===== src/rtl/traffic_light_monitor_if.sv =====
// Signal bundle between the traffic-light controller's lights bus and its passive monitor.
// The controller side (or bench) drives carew/lights; the monitor drives the check results.
interface traffic_light_monitor_if #(
  parameter int unsigned RW = 8
) ();
  logic          carew;
  logic [5:0]    lights;
  logic [2:0]    phase;
  logic          valid;
  logic          err;
  logic [1:0]    err_code;
  logic [RW-1:0] rounds;

  modport master (
    output carew, lights,
    input  phase, valid, err, err_code, rounds
  );

  modport slave (
    input  carew, lights,
    output phase, valid, err, err_code, rounds
  );
endinterface


===== src/rtl/traffic_light_monitor.sv =====
// Passive checker for the traffic-light lights bus: decodes phases, checks transitions, counts rounds.
// Optional EW-starvation check is enabled by defining TLM_WAIT_CHECK_EN.
module traffic_light_monitor #(
  parameter int unsigned RW = 8
`ifdef TLM_WAIT_CHECK_EN
  ,
  parameter int unsigned WAIT_MAX = 6
`endif
) (
  input logic                    clk,
  input logic                    rst,
  traffic_light_monitor_if.slave mon
);

  typedef enum logic [2:0] {
    PhGns = 3'b000,
    PhYns = 3'b001,
    PhRns = 3'b010,
    PhGew = 3'b011,
    PhYew = 3'b100,
    PhRew = 3'b101,
    PhUnk = 3'b111
  } phase_e;

  typedef enum logic [0:0] {StUnsync, StTrack} state_e;

  localparam logic [1:0] ErrNone  = 2'b00;
  localparam logic [1:0] ErrEnc   = 2'b01;
  localparam logic [1:0] ErrTrans = 2'b10;
`ifdef TLM_WAIT_CHECK_EN
  localparam logic [1:0] ErrStarve = 2'b11;
  localparam int unsigned WW = $clog2(WAIT_MAX + 1);
`endif

  state_e        fsm_q, fsm_d;
  phase_e        phase_q, phase_d;
  logic          valid_q, valid_d;
  logic          err_q, err_d;
  logic [1:0]    err_code_q, err_code_d;
  logic [RW-1:0] rounds_q, rounds_d;
  logic          carew_q, carew_d;
`ifdef TLM_WAIT_CHECK_EN
  logic [WW-1:0] wait_q, wait_d;
`endif

  phase_e     dec_ph;
  logic       dec_ok;
  logic       dec_red;
  phase_e     exp_ph;
  phase_e     new_ph;
  logic       err_hit;
  logic [1:0] err_kind;

  function automatic phase_e exp_next(phase_e p, logic c);
    case (p)
      PhGns:   return c ? PhYns : PhGns;
      PhYns:   return PhRns;
      PhRns:   return PhGew;
      PhGew:   return PhYew;
      PhYew:   return PhRew;
      PhRew:   return PhGns;
      default: return PhUnk;
    endcase
  endfunction

  always_comb begin
    dec_ph  = PhUnk;
    dec_ok  = 1'b1;
    dec_red = 1'b0;
    unique case (mon.lights)
      6'b100_001: dec_ph  = PhGns;
      6'b010_001: dec_ph  = PhYns;
      6'b001_100: dec_ph  = PhGew;
      6'b001_010: dec_ph  = PhYew;
      6'b001_001: dec_red = 1'b1;
      default:    dec_ok  = 1'b0;
    endcase
  end

  always_comb begin
    fsm_d      = fsm_q;
    phase_d    = phase_q;
    valid_d    = valid_q;
    err_d      = err_q;
    err_code_d = err_code_q;
    rounds_d   = rounds_q;
    carew_d    = mon.carew;
    exp_ph     = exp_next(phase_q, carew_q);
    new_ph     = PhUnk;
    err_hit    = 1'b0;
    err_kind   = ErrNone;
`ifdef TLM_WAIT_CHECK_EN
    wait_d     = '0;
`endif

    unique case (fsm_q)
      StUnsync: begin
        if (dec_ok && !dec_red) begin
          fsm_d   = StTrack;
          phase_d = dec_ph;
          valid_d = 1'b1;
        end else begin
          phase_d = PhUnk;
          valid_d = 1'b0;
        end
      end
      StTrack: begin
        // RED resolves from history; outside YNS/YEW it stays PhUnk and fails the compare.
        if (dec_red) begin
          new_ph = (phase_q == PhYns) ? PhRns :
                   (phase_q == PhYew) ? PhRew : PhUnk;
        end else begin
          new_ph = dec_ph;
        end

        if (!dec_ok) begin
          err_hit  = 1'b1;
          err_kind = ErrEnc;
        end else if (new_ph != exp_ph) begin
          err_hit  = 1'b1;
          err_kind = ErrTrans;
        end

`ifdef TLM_WAIT_CHECK_EN
        if (!err_hit && mon.carew && (new_ph != PhGew)) begin
          wait_d = (wait_q == WW'(WAIT_MAX)) ? wait_q : wait_q + WW'(1);
          if (wait_d == WW'(WAIT_MAX)) begin
            err_hit  = 1'b1;
            err_kind = ErrStarve;
          end
        end
`endif

        if (!err_hit) begin
          phase_d = new_ph;
          if ((phase_q == PhRew) && (new_ph == PhGns)) begin
            rounds_d = rounds_q + RW'(1);
          end
        end
      end
      default: begin
        fsm_d   = StUnsync;
        phase_d = PhUnk;
        valid_d = 1'b0;
      end
    endcase

    if (err_hit) begin
      err_d   = 1'b1;
      fsm_d   = StUnsync;
      phase_d = PhUnk;
      valid_d = 1'b0;
      if (!err_q) begin
        err_code_d = err_kind;
      end
`ifdef TLM_WAIT_CHECK_EN
      wait_d = '0;
`endif
    end
  end

  always_ff @(posedge clk) begin
    if (!rst) begin
      fsm_q      <= StUnsync;
      phase_q    <= PhUnk;
      valid_q    <= 1'b0;
      err_q      <= 1'b0;
      err_code_q <= ErrNone;
      rounds_q   <= '0;
      carew_q    <= 1'b0;
`ifdef TLM_WAIT_CHECK_EN
      wait_q     <= '0;
`endif
    end else begin
      fsm_q      <= fsm_d;
      phase_q    <= phase_d;
      valid_q    <= valid_d;
      err_q      <= err_d;
      err_code_q <= err_code_d;
      rounds_q   <= rounds_d;
      carew_q    <= carew_d;
`ifdef TLM_WAIT_CHECK_EN
      wait_q     <= wait_d;
`endif
    end
  end

  assign mon.phase    = phase_q;
  assign mon.valid    = valid_q;
  assign mon.err      = err_q;
  assign mon.err_code = err_code_q;
  assign mon.rounds   = rounds_q;

endmodule


===== src/flat_wrapper.sv =====
// flat-port wrapper written by rule: the top's interface ports become plain ports
module traffic_light_monitor_flat 
#(
  parameter int unsigned RW = 8

)
  (clk, rst, mon_carew, mon_lights, mon_phase, mon_valid, mon_err, mon_err_code, mon_rounds);
  traffic_light_monitor_if #(.RW(RW)) mon_i ();
  input logic clk;
  input logic rst;
  input wire logic [$bits(mon_i.carew)-1:0] mon_carew;
  input wire logic [$bits(mon_i.lights)-1:0] mon_lights;
  output wire logic [$bits(mon_i.phase)-1:0] mon_phase;
  output wire logic [$bits(mon_i.valid)-1:0] mon_valid;
  output wire logic [$bits(mon_i.err)-1:0] mon_err;
  output wire logic [$bits(mon_i.err_code)-1:0] mon_err_code;
  output wire logic [$bits(mon_i.rounds)-1:0] mon_rounds;
  assign mon_i.carew = mon_carew;
  assign mon_i.lights = mon_lights;
  assign mon_phase = mon_i.phase;
  assign mon_valid = mon_i.valid;
  assign mon_err = mon_i.err;
  assign mon_err_code = mon_i.err_code;
  assign mon_rounds = mon_i.rounds;
  traffic_light_monitor #(.RW(RW)) u_core (.clk(clk), .rst(rst), .mon(mon_i));
endmodule

===== config.mk =====
export PLATFORM = sky130hd
export DESIGN_NAME = traffic_light_monitor_flat
export DESIGN_NICKNAME = d
export VERILOG_FILES = /design/src/rtl/traffic_light_monitor_if.sv /design/src/rtl/traffic_light_monitor.sv /design/src/flat_wrapper.sv
export SDC_FILE = /design/constraint.sdc
export NUM_CORES = 1
export LEC_CHECK = 0
export CORE_UTILIZATION = 44
export DETAILED_ROUTE_END_ITERATION = 12
export HOLD_SLACK_MARGIN = 0.08
export PLACE_DENSITY = 0.74
export SKIP_LAST_GASP = 1
export SLEW_MARGIN = 10
export SYNTH_ARGS = -nofsm -noshare
export SYNTH_HDL_FRONTEND = slang
export SYNTH_SLANG_ARGS = --single-unit

===== constraint.sdc =====
create_clock -name clk -period 2.5 [get_ports clk]
set_input_delay 0.75 -clock clk [delete_from_list [all_inputs] [get_ports clk]]
set_output_delay 0.75 -clock clk [all_outputs]
set_load 0.02 [all_outputs]

### After elaboration in Yosys (flattened, before gate mapping)

Index checks and enable logic that the tools add are counted.

| cells by class | value |
|---|---|
| mux-type cells | 21 |
| equal/unequal tests | 12 |
| reductions and logical operators | 9 |
| bitwise operators | 4 |
| add/sub/neg operators | 1 |

Operators by type and width:

| cell | number |
|---|---|
| 6-bit by 4-bit == test with 1-bit output (second input constant) | 3 |
| 3-bit case mux with 6 select lines | 1 |
| 3-bit two-way mux | 5 |
| 3-bit case mux with 4 select lines | 1 |
| 1-bit two-way mux | 9 |
| 8-bit by 1-bit adder with 8-bit output (second input constant) | 1 |
| 2-bit two-way mux | 4 |
| 3-bit by 2-bit == test with 1-bit output (second input constant) | 2 |
| 3-bit == test (second input constant) | 2 |
| 6-bit by 5-bit == test with 1-bit output (second input constant) | 1 |
| 6-bit == test (second input constant) | 1 |
| 3-bit logical NOT | 2 |
| 3-bit case mux with 2 select lines | 1 |
| 5-bit OR reduction | 1 |
| 1-bit NOT | 4 |
| 3-bit by 1-bit == test with 1-bit output (second input constant) | 1 |
| 3-bit != test | 1 |
| 3-bit AND reduction | 1 |
| 1-bit logical AND | 2 |
| 2-bit != test (second input constant) | 1 |
| 2-bit AND reduction | 1 |
| 2-bit OR reduction | 1 |
| 1-bit logical NOT | 1 |

| word-level totals | value |
|---|---|
| register bits | 17 |
| input port bits | 9 |
| logic and storage cells | 54 |
| output and inout port bits | 15 |

### Longest topological paths before layout

Gate-level depths: netlist of run 1.

| logic depth | value |
|---|---|
| depth in word-level cells | 11 |
| depth in mapped cells | 7 |

### Worst setup path after synthesis of run 1

No wires, ideal clock.

| timing | value |
|---|---|
| path type | input-to-reg |
| start point | input mon_lights[5] |
| end point | register u_core.err_code_q[1] (netlist: u_core.mon.err_code[1]) |
| arrival time | 2310 ps |
| setup time | 120 ps |
| setup slack | 70 ps |
| cell stages on the path | 6 |
| buffers on the path | 0 |
| cells stage by stage | nor4b_2 > o21a_1 > xnor2_1 > o221ai_2 > or3_4 > o31a_1 |

| on the way | value |
|---|---|
| longest elaborated chain between the ends | 10 |
| elaborated cells between the ends (all ways) | 20 |

Ends and longest elaborated chain:

| element | RTL line | RTL |
|---|---|---|
| start: declaration | flat_wrapper.sv:12 | `input wire logic [$bits(mon_i.lights)-1:0] mon_lights;` |
| 6-bit by 4-bit == test with 1-bit output, or another cell as far along | traffic_light_monitor.sv:70 | `unique case (mon.lights)` |
| 3-bit case mux with 4 select lines / 1-bit two-way mux (equally long branches) | traffic_light_monitor.sv:70 |  |
| 3-bit two-way mux | traffic_light_monitor.sv:109 | `if (dec_red) begin` |
| 3-bit two-way mux | traffic_light_monitor.sv:96 | `unique case (fsm_q)` |
| 3-bit != test | traffic_light_monitor.sv:119 | `end else if (new_ph != exp_ph) begin` |
| 1-bit two-way mux | traffic_light_monitor.sv:119 |  |
| 1-bit two-way mux | traffic_light_monitor.sv:116 | `if (!dec_ok) begin` |
| 1-bit two-way mux (2 in series) | traffic_light_monitor.sv:96 |  |
| 2-bit AND reduction (no line) | -- |  |
| end signal: assignment | traffic_light_monitor.sv:168 | `err_code_q <= ErrNone;` |
| end signal: assignment | traffic_light_monitor.sv:179 | `err_code_q <= err_code_d;` |
| end: declaration | traffic_light_monitor.sv:39 | `logic [1:0] err_code_q, err_code_d;` |

Several ways; a longest one is shown, not always the timed one. The select of a mux whose other input is x is not followed.
A chain may end at the register's enable or synchronous reset.

### Worst setup path in the final report of run 1

Ends and elaborated chain as after synthesis.

==> impl_summary.md, run 1 <==
Critical path
Data arrives at the worst endpoint at 2.61 ns. The endpoint type of the worst setup path is a register. The critical path is of the input pin to register type. Of all nets on the critical path, the largest fanout is 6. The worst setup path is launched from an input pin.

STA puts the critical path data required time at 2.69 ns.

Timing
Between clock sinks in the finished design, the worst skew comes to 0.003890 ns. The final number of hold-violating endpoints is 0. The transition time at the pin with the least slew margin is 0.3784 ns.

The count of pins over their slew limit is 0. In the final timing run, aggregate negative setup slack is 0 ns. The number of setup violations in the final report is 0.

For the finished layout, the period the worst path requires is 2.418 ns. Headroom to the max-slew limit came out at 74.60%. Final hold analysis gives a worst-case slack of 0.4768 ns. The upper clock frequency limit is 413.5 MHz.

The final worst setup slack is 0.08161 ns. Setup repair after global routing left no endpoint under its margin. After layout, the worst path uses 96.74% of the clock period.

Synth
The net count after synthesis is 127. The number of different library cells in the post-synthesis netlist is 45. The netlist area before placement is 0.001071 mm2.

The mean cell area of the mapped netlist is 9.154 um2. Yosys mapped a number of flops with a built-in enable equal to 0. By area the synthesized netlist is led by sky130_fd_sc_hd__dfxtp_1 32%, sky130_fd_sc_hd__o31ai_1 4.2%, sky130_fd_sc_hd__and2_1 4.1%, sky130_fd_sc_hd__xnor2_1 4.1%, sky130_fd_sc_hd__nand2_1 3.5%. The flop and latch count out of synthesis is 17. For this run, the leading register cell type out of synthesis is sky130_fd_sc_hd__dfxtp_1. After synthesis, the share of flip-flops with an asynchronous set or reset is 0%. The share of the yosys chip area belonging to registers is 31.78%. The warning count from the yosys run is 0. The area share of the largest cell type after synthesis is 31.78%. sky130_fd_sc_hd__dfxtp_1 takes more of the synthesized area than any other cell. Counting every instance in the synthesized netlist gives 117.

Die
The die is 51.34 um tall. The floorplan step defined a die boundary enclosing 0.002635 mm2. The floorplan has 17 rows.

The total area inside the core boundary comes to 0.002255 mm2. The number of top-level pins is 24. The initial cell density of the core is 47.50%. The die is 51.34 um wide.

Place
During placement, the flow inserted port buffers numbering 23. Before CTS, the worst setup slack after placement is -0.4991 ns. The post-detailed-placement cell area is 0.001460 mm2.

Detailed placement finished with a half-perimeter wire length of 2126 um. The last weighted congestion value of the routability-driven placer is 0.8863.

Power and ir drop
The worst ir drop on vdd is 0.0003672 V. The share of total power dissipated in the clock network is 28.0%. The net switching power figure is 126.7 uW. The static leakage is 0.5960 nW.

The switching part of the total is 24.95%. Combinational logic is responsible for 17.2% of the overall power. The sequential share of power is 54.8%.

For this design the ratio of total power to cell area is 334.5 mW/mm2. The internal portion of total power is 381.1 uW. The total design power is 507.7 uW.

Routing
The violation count after the first detailed-route iteration is 28. In the routed design, unresolved DRC markers number 0. The count of nets left with antenna violations once routing finished came out at 0. Summing over every cut layer, the via total after detailed routing is 1,075. The post-detailed-route via-to-cell ratio is 5.718.

Wires add up to 2767 um. The first-pass detailed-route iteration total is 4. In the final routed layout, each cell accounts on average for 14.72 um.

Finish
The final standard cell area without fillers is 0.001518 mm2. The growth of design area from synthesis to finish is 41.71%. The number of nets in the finished design is 171. The diode insertion count for antenna repair is 0.

The layout cell share with drive strength beyond 1 is 23.13%. After filler insertion, the fill cell instance count of the layout stands at 202.

Min path
The worst hold path belongs to the class register to register.

GRT
The total congestion overflow after global routing is 0. Entering global routing, the biggest net connects 17 pins. The via count of the first global-routing pass is 1,076. The overall routing resource usage is 23.45%. The first global-routing pass estimated 4588 um of wire. The number of antenna violations at the first check in global routing is 0.

Status
The flow ran to the end, and the final reports show no timing, DRC or antenna violations.

Clocking
The TritonCTS sink count is 17. The maximum root-to-sink buffer count is 2. Clock-pin slew was measured on the worst setup and hold paths at 0.09 ns. In this run the number of H-tree levels came out at 1. Buffers inserted to repair hold after CTS numbered 0. The TritonCTS clock tree is built. The source-to-sink clock delay at the later pin of the worst-skew pair is 0.29 ns. The clock tree root driver cell is sky130_fd_sc_hd__clkbuf_4.

Clock tree synthesis inserted a total of 3 buffers.

Job
Across the run, the number of max-cap violations was 0.
-- flip-flops by register name, indices dropped and copies added, names as in the netlist --
register	flops
u_core.carew_q	1
u_core.fsm_q	1
u_core.mon.err	1
u_core.mon.err_code	2
u_core.mon.phase	3
u_core.mon.rounds	8
u_core.mon.valid	1
-- worst max-delay path: stages --
cell and delay [ns]:
sky130_fd_sc_hd__dlygate4sd2_1 0.32, sky130_fd_sc_hd__nor4b_4 0.34, sky130_fd_sc_hd__o21a_1 0.20, sky130_fd_sc_hd__xnor2_1 0.14
sky130_fd_sc_hd__o221ai_2 0.14, sky130_fd_sc_hd__or3_4 0.43, sky130_fd_sc_hd__o31a_1 0.28
-- synth_stat cells (all sizes together), types with 3 or more instances --
master	n
dfxtp	17
nand2	10
and2	7
o31ai	6
nand3	5
nor2b	5
xnor2	5
a21oi	4
o211ai	4
or3	4
clkbuf	3
nand2b	3
nand4	3
nor2	3
o21ai	3
xor2	3
-- power groups by stage --
stage                     Clock (mW)  Sequential, mW  Combinational (mW)
final                          0.142           0.278              0.0872
after global routing           0.165           0.279              0.0936
after floorplan                    0           0.286              0.0363
after global placement             0           0.284              0.0825
after detailed placement           0           0.285              0.0854
after CTS                      0.145           0.278              0.0865
-- cells in the final DEF (no fill, tap or decap), drive strengths merged, types with 2 or more instances in the layout --
cell type      count
nand2b             3
o41ai              2
nor2               3
inv                2
a22oi              2
nand4bb            2
dlygate4sd2        6
buf               19
or3                4
a21oi              4
nor2b              5
clkdlybuf4s50     17
nand2             10
o21a               2
o211a              2
nor3b              2
o211ai             4
dfxtp             17
o31ai              6
and2               7
nor4b              2
o21ai              3
or4b               2
xnor2              5
xor2               3
clkbuf             4
and4bb             2
nand4              3
nand3              5
-- logic make-up (layout without fill, tap and decap cells) --
family          Yosys count  after routing  share of synthesized area (%)
mux                       1              1                         0.9346
buf+inv                   5             48                          1.753
flops                    17             17                          31.78
fa+ha+maj                 1              1                          1.168
compound gates           31             31                          23.25
xor+xnor                  8              8                          6.542
simple gates             54             54                          34.58
-- metal layers --
layer | global-route usage (%) | vias up | share of wire, %
li1 | - | 531 | -
met1 | 27.16 | 507 | 43
met2 | 42.11 | 30 | 51
met3 | 2.679 | 7 | 4.0
met4 | 11.71 | 0 | 2.0
met5 | 0 | - | 0
-- metrics by stage --
step | utilization, % | std cells
after global routing | 67.31 | 188
after global placement | 64.76 | 183
after detailed placement | 64.76 | 183
after CTS | 67.04 | 188
after floorplan | - | 117
final | 67.31 | 188
-- final cells by class --
type	instances	area, um2	share of cell area [%]
inverter	2	7.507	0.4946
multi-input combinational	95	743.2	48.97
tap	28	35.03	2.308
clock buffer	4	26.28	1.731
sequential	17	340.3	22.42
timing repair buffer	42	365.4	24.07
-- worst paths after layout --
kind	to	cells after the start	from	slack (ns)
max	u_core.mon.err_code[1]	7	mon_lights[5]	0.08
min	u_core.mon.err	2	u_core.mon.err	0.48
max reg2reg	u_core.mon.err_code[1]	6	u_core.mon.phase[0]	0.38
min reg2reg	u_core.mon.err	2	u_core.mon.err	0.48
-- repair_timing --
item / in CTS / in global routing
pin swaps: 3 / 2
setup endpoints to repair: 14 / 5
setup buffers: 1 / 0
gates resized for setup: 11 / 1
(Power assumes the default switching activity.)
==> run 2, diff against run 1 <==
CORE_UTILIZATION = 53   (was 44)
PLACE_DENSITY = 0.83   (was 0.74)
clock period = 3.1 ns   (was 2.5 ns; I/O delays follow)
==> impl_summary.md, run 2 (synthesized netlist as in run 1, its figures left out) <==
Clocking
The post-cts repair resize count is 0. The clock net in this run drives a total of 17 sinks. The clock passes through at most 2 buffers. The number of H-tree levels is 1. Counting the buffers created by CTS gives 3.

The TritonCTS clock tree is built. The clock reaches the later pin of the worst-skew pair after 0.32 ns. The clock tree root driver cell is sky130_fd_sc_hd__clkbuf_4. Clock-pin slew was measured on the worst setup and hold paths at 0.11 ns. Hold repair after CTS inserted 0 buffers. The post-CTS setup buffer count is 0.

Critical path
The endpoint type of the worst setup path is a register. The critical path goes through clkdlybuf4s50_1 -> nor4b_2 -> o21a_1 -> xnor2_1 -> o221ai_2 -> or3_4 -> o31a_1. The required time of the worst setup path is 3.32 ns. The biggest cell delay along the critical path is 0.52 ns. The startpoint class of the critical path is an input pin. The setup path with the least slack is of type input pin to register. The critical path data arrival time is 3.10 ns. Among cell families on the critical path, the largest total delay comes from simple AND/OR/NAND/NOR gates. In this run the worst path has a maximum fanout of 6. The number of buffers and inverters on the critical path is 1. The flop-to-flop setup slack is 0.97 ns. The highest-delay cell along the critical path is sky130_fd_sc_hd__clkdlybuf4s50_1.

Timing
Setup repair after global routing left no endpoint under its margin. Summed over all failing endpoints, the final setup total negative slack is 0 ns. The count of pins over their slew limit came to 0. The tightest hold path in the finished design has a slack of 0.4817 ns. After layout, the worst setup slack is 0.2159 ns. The upper clock frequency limit is 346.7 MHz. Setup violations remaining at the end of the flow were counted as 0. The final number of hold-violating endpoints is 0. After layout, the minimum clock period comes to 2.884 ns.

For the pin with the worst max-slew slack, the measured transition is 0.3771 ns. Clock skew on the completed layout was measured at 0.01350 ns. The worst slew slack as a fraction of its limit is 74.50%. The portion of the clock cycle consumed by the worst path in the final layout is 93.03%.

Die
Pin placement for this block handled 24 I/O pins. The row count is 15. Measured along the x axis, the die boundary spans 46.96 um. The die footprint is 0.002205 mm2.

The die height is 46.96 um. The core area is 0.001802 mm2. The initial cell density of the core is 59.44%.

Routing
The detailed-route DRC error count is 0. The first-pass detailed-route iteration total is 4. The vias after detailed routing is 1,047. In this run, the number of DRC markers left after iteration 0 of detailed routing was 24.

The post-detailed-route via-to-cell ratio is 5.785. The aggregate routed wire length is 2544 um. The per-cell routed wire length is 14.06 um.

The residual antenna-violating net count after detailed routing is 0.

Power and ir drop
The power per cell area is 287.1 mW/mm2. In this run the static leakage power is 0.5550 nW. Across the VDD grid, the largest voltage drop is 0.0002646 V.

Finish
The growth of design area from synthesis to finish is 36.68%. The most frequent standard cell in the layout excluding fill and tap cells is sky130_fd_sc_hd__clkdlybuf4s50_1. The net count of the finished layout is 167. In the layout the commonest cells are 23 x sky130_fd_sc_hd__clkdlybuf4s50_1, 17 x sky130_fd_sc_hd__dfxtp_1, 15 x sky130_fd_sc_hd__buf_4, 10 x sky130_fd_sc_hd__nand2_1, 7 x sky130_fd_sc_hd__and2_1. The final standard cell area without fillers is 0.001464 mm2. The layout cell share with drive strength beyond 1 is 19.87%. The diode insertion count for antenna repair is 0. The final cell count without fillers is 181. The number of flip-flops in the largest register is 8.

Place
The port buffer count is 23. Detailed placement ended at an HPWL of 2031 um. The last weighted congestion value of the routability-driven placer is 0.8751. The post-detailed-placement cell area is 0.001434 mm2. The worst slack at placement is -0.09815 ns.

The cell count after placement is 177.

GRT
After global routing the overflow that remains totals 0. Entering global routing, the biggest net connects 17 pins. The via count of the first global-routing pass is 947. The first-pass GRT wire length is 4119 um. The overall routing resource usage is 27.99%. The number of antenna violations at the first check in global routing was 0.

Status
The run finished with clean final reports.

Job
The tool flagged a number of max-cap violations equal to 0.

Min path
The min-delay analysis places its worst path in the category register to register.
run 2: cell types whose count changed in the layout (fill, tap and decap cells not counted):
| cell | delta |
|---|---|
| sky130_fd_sc_hd__dlygate4sd2_1 | -6 |
| sky130_fd_sc_hd__o31ai_2 | -1 |
| sky130_fd_sc_hd__o31ai_1 | +1 |
| sky130_fd_sc_hd__nor4b_1 | +1 |
| sky130_fd_sc_hd__or4b_4 | -1 |
| sky130_fd_sc_hd__nor2_4 | -1 |
| sky130_fd_sc_hd__clkbuf_1 | -1 |
| sky130_fd_sc_hd__nor2_1 | +1 |
| sky130_fd_sc_hd__nor4b_4 | -1 |
| sky130_fd_sc_hd__or4b_2 | +1 |
| sky130_fd_sc_hd__clkinvlp_4 | +1 |
| sky130_fd_sc_hd__buf_4 | -4 |
| sky130_fd_sc_hd__clkdlybuf4s50_1 | +6 |
run 2: tightest hold or removal path: stages, from the launching register on:
cell and delay (ns):
sky130_fd_sc_hd__dfxtp_1 0.34, sky130_fd_sc_hd__inv_1 0.05, sky130_fd_sc_hd__a21boi_1 0.05
run 2: per-layer routing:
layer  vias up  track usage (%)  share of wire, %
met5         -                0                 0
met4         0            13.71               2.2
met2        28            49.44                49
li1        523                -                 -
met1       491            31.22                43
met3         5            6.923               5.1
run 2: power breakdown:
part           switching (mW)  leakage, nW  internal [mW]
registers             0.00313        0.138          0.221
clock network          0.0787       0.0139         0.0495
logic                  0.0314        0.404         0.0362
total                   0.113        0.555          0.307
run 2: cell type report:
class,instances,area [um2]
clock buffers,3,22.52
inverters,2,7.507
well taps,25,31.28
repair buffers,38,342.8
flip-flops and latches,17,340.3
fillers,130,337.8
multi-input cells,95,711.9
clock inverters,1,7.507
run 2: metrics by stage:
stage          power [mW]  util, %
6_report           0.4203    81.25
5_1_grt            0.4344    81.25
4_1_cts            0.4206    81.25
3_5_place_dp       0.2963    79.58
3_3_place_gp       0.2936    79.58
2_1_floorplan      0.2599        -
run 2: final timing paths:
| path | startpoint | endpoint | cells after the start |
|---|---|---|---|
| max | mon_lights[5] | u_core.mon.err_code[1] | 7 |
| min | u_core.mon.err | u_core.mon.err | 2 |
| max reg2reg | u_core.mon.phase[0] | u_core.mon.err_code[1] | 6 |
| min reg2reg | u_core.mon.err | u_core.mon.err | 2 |
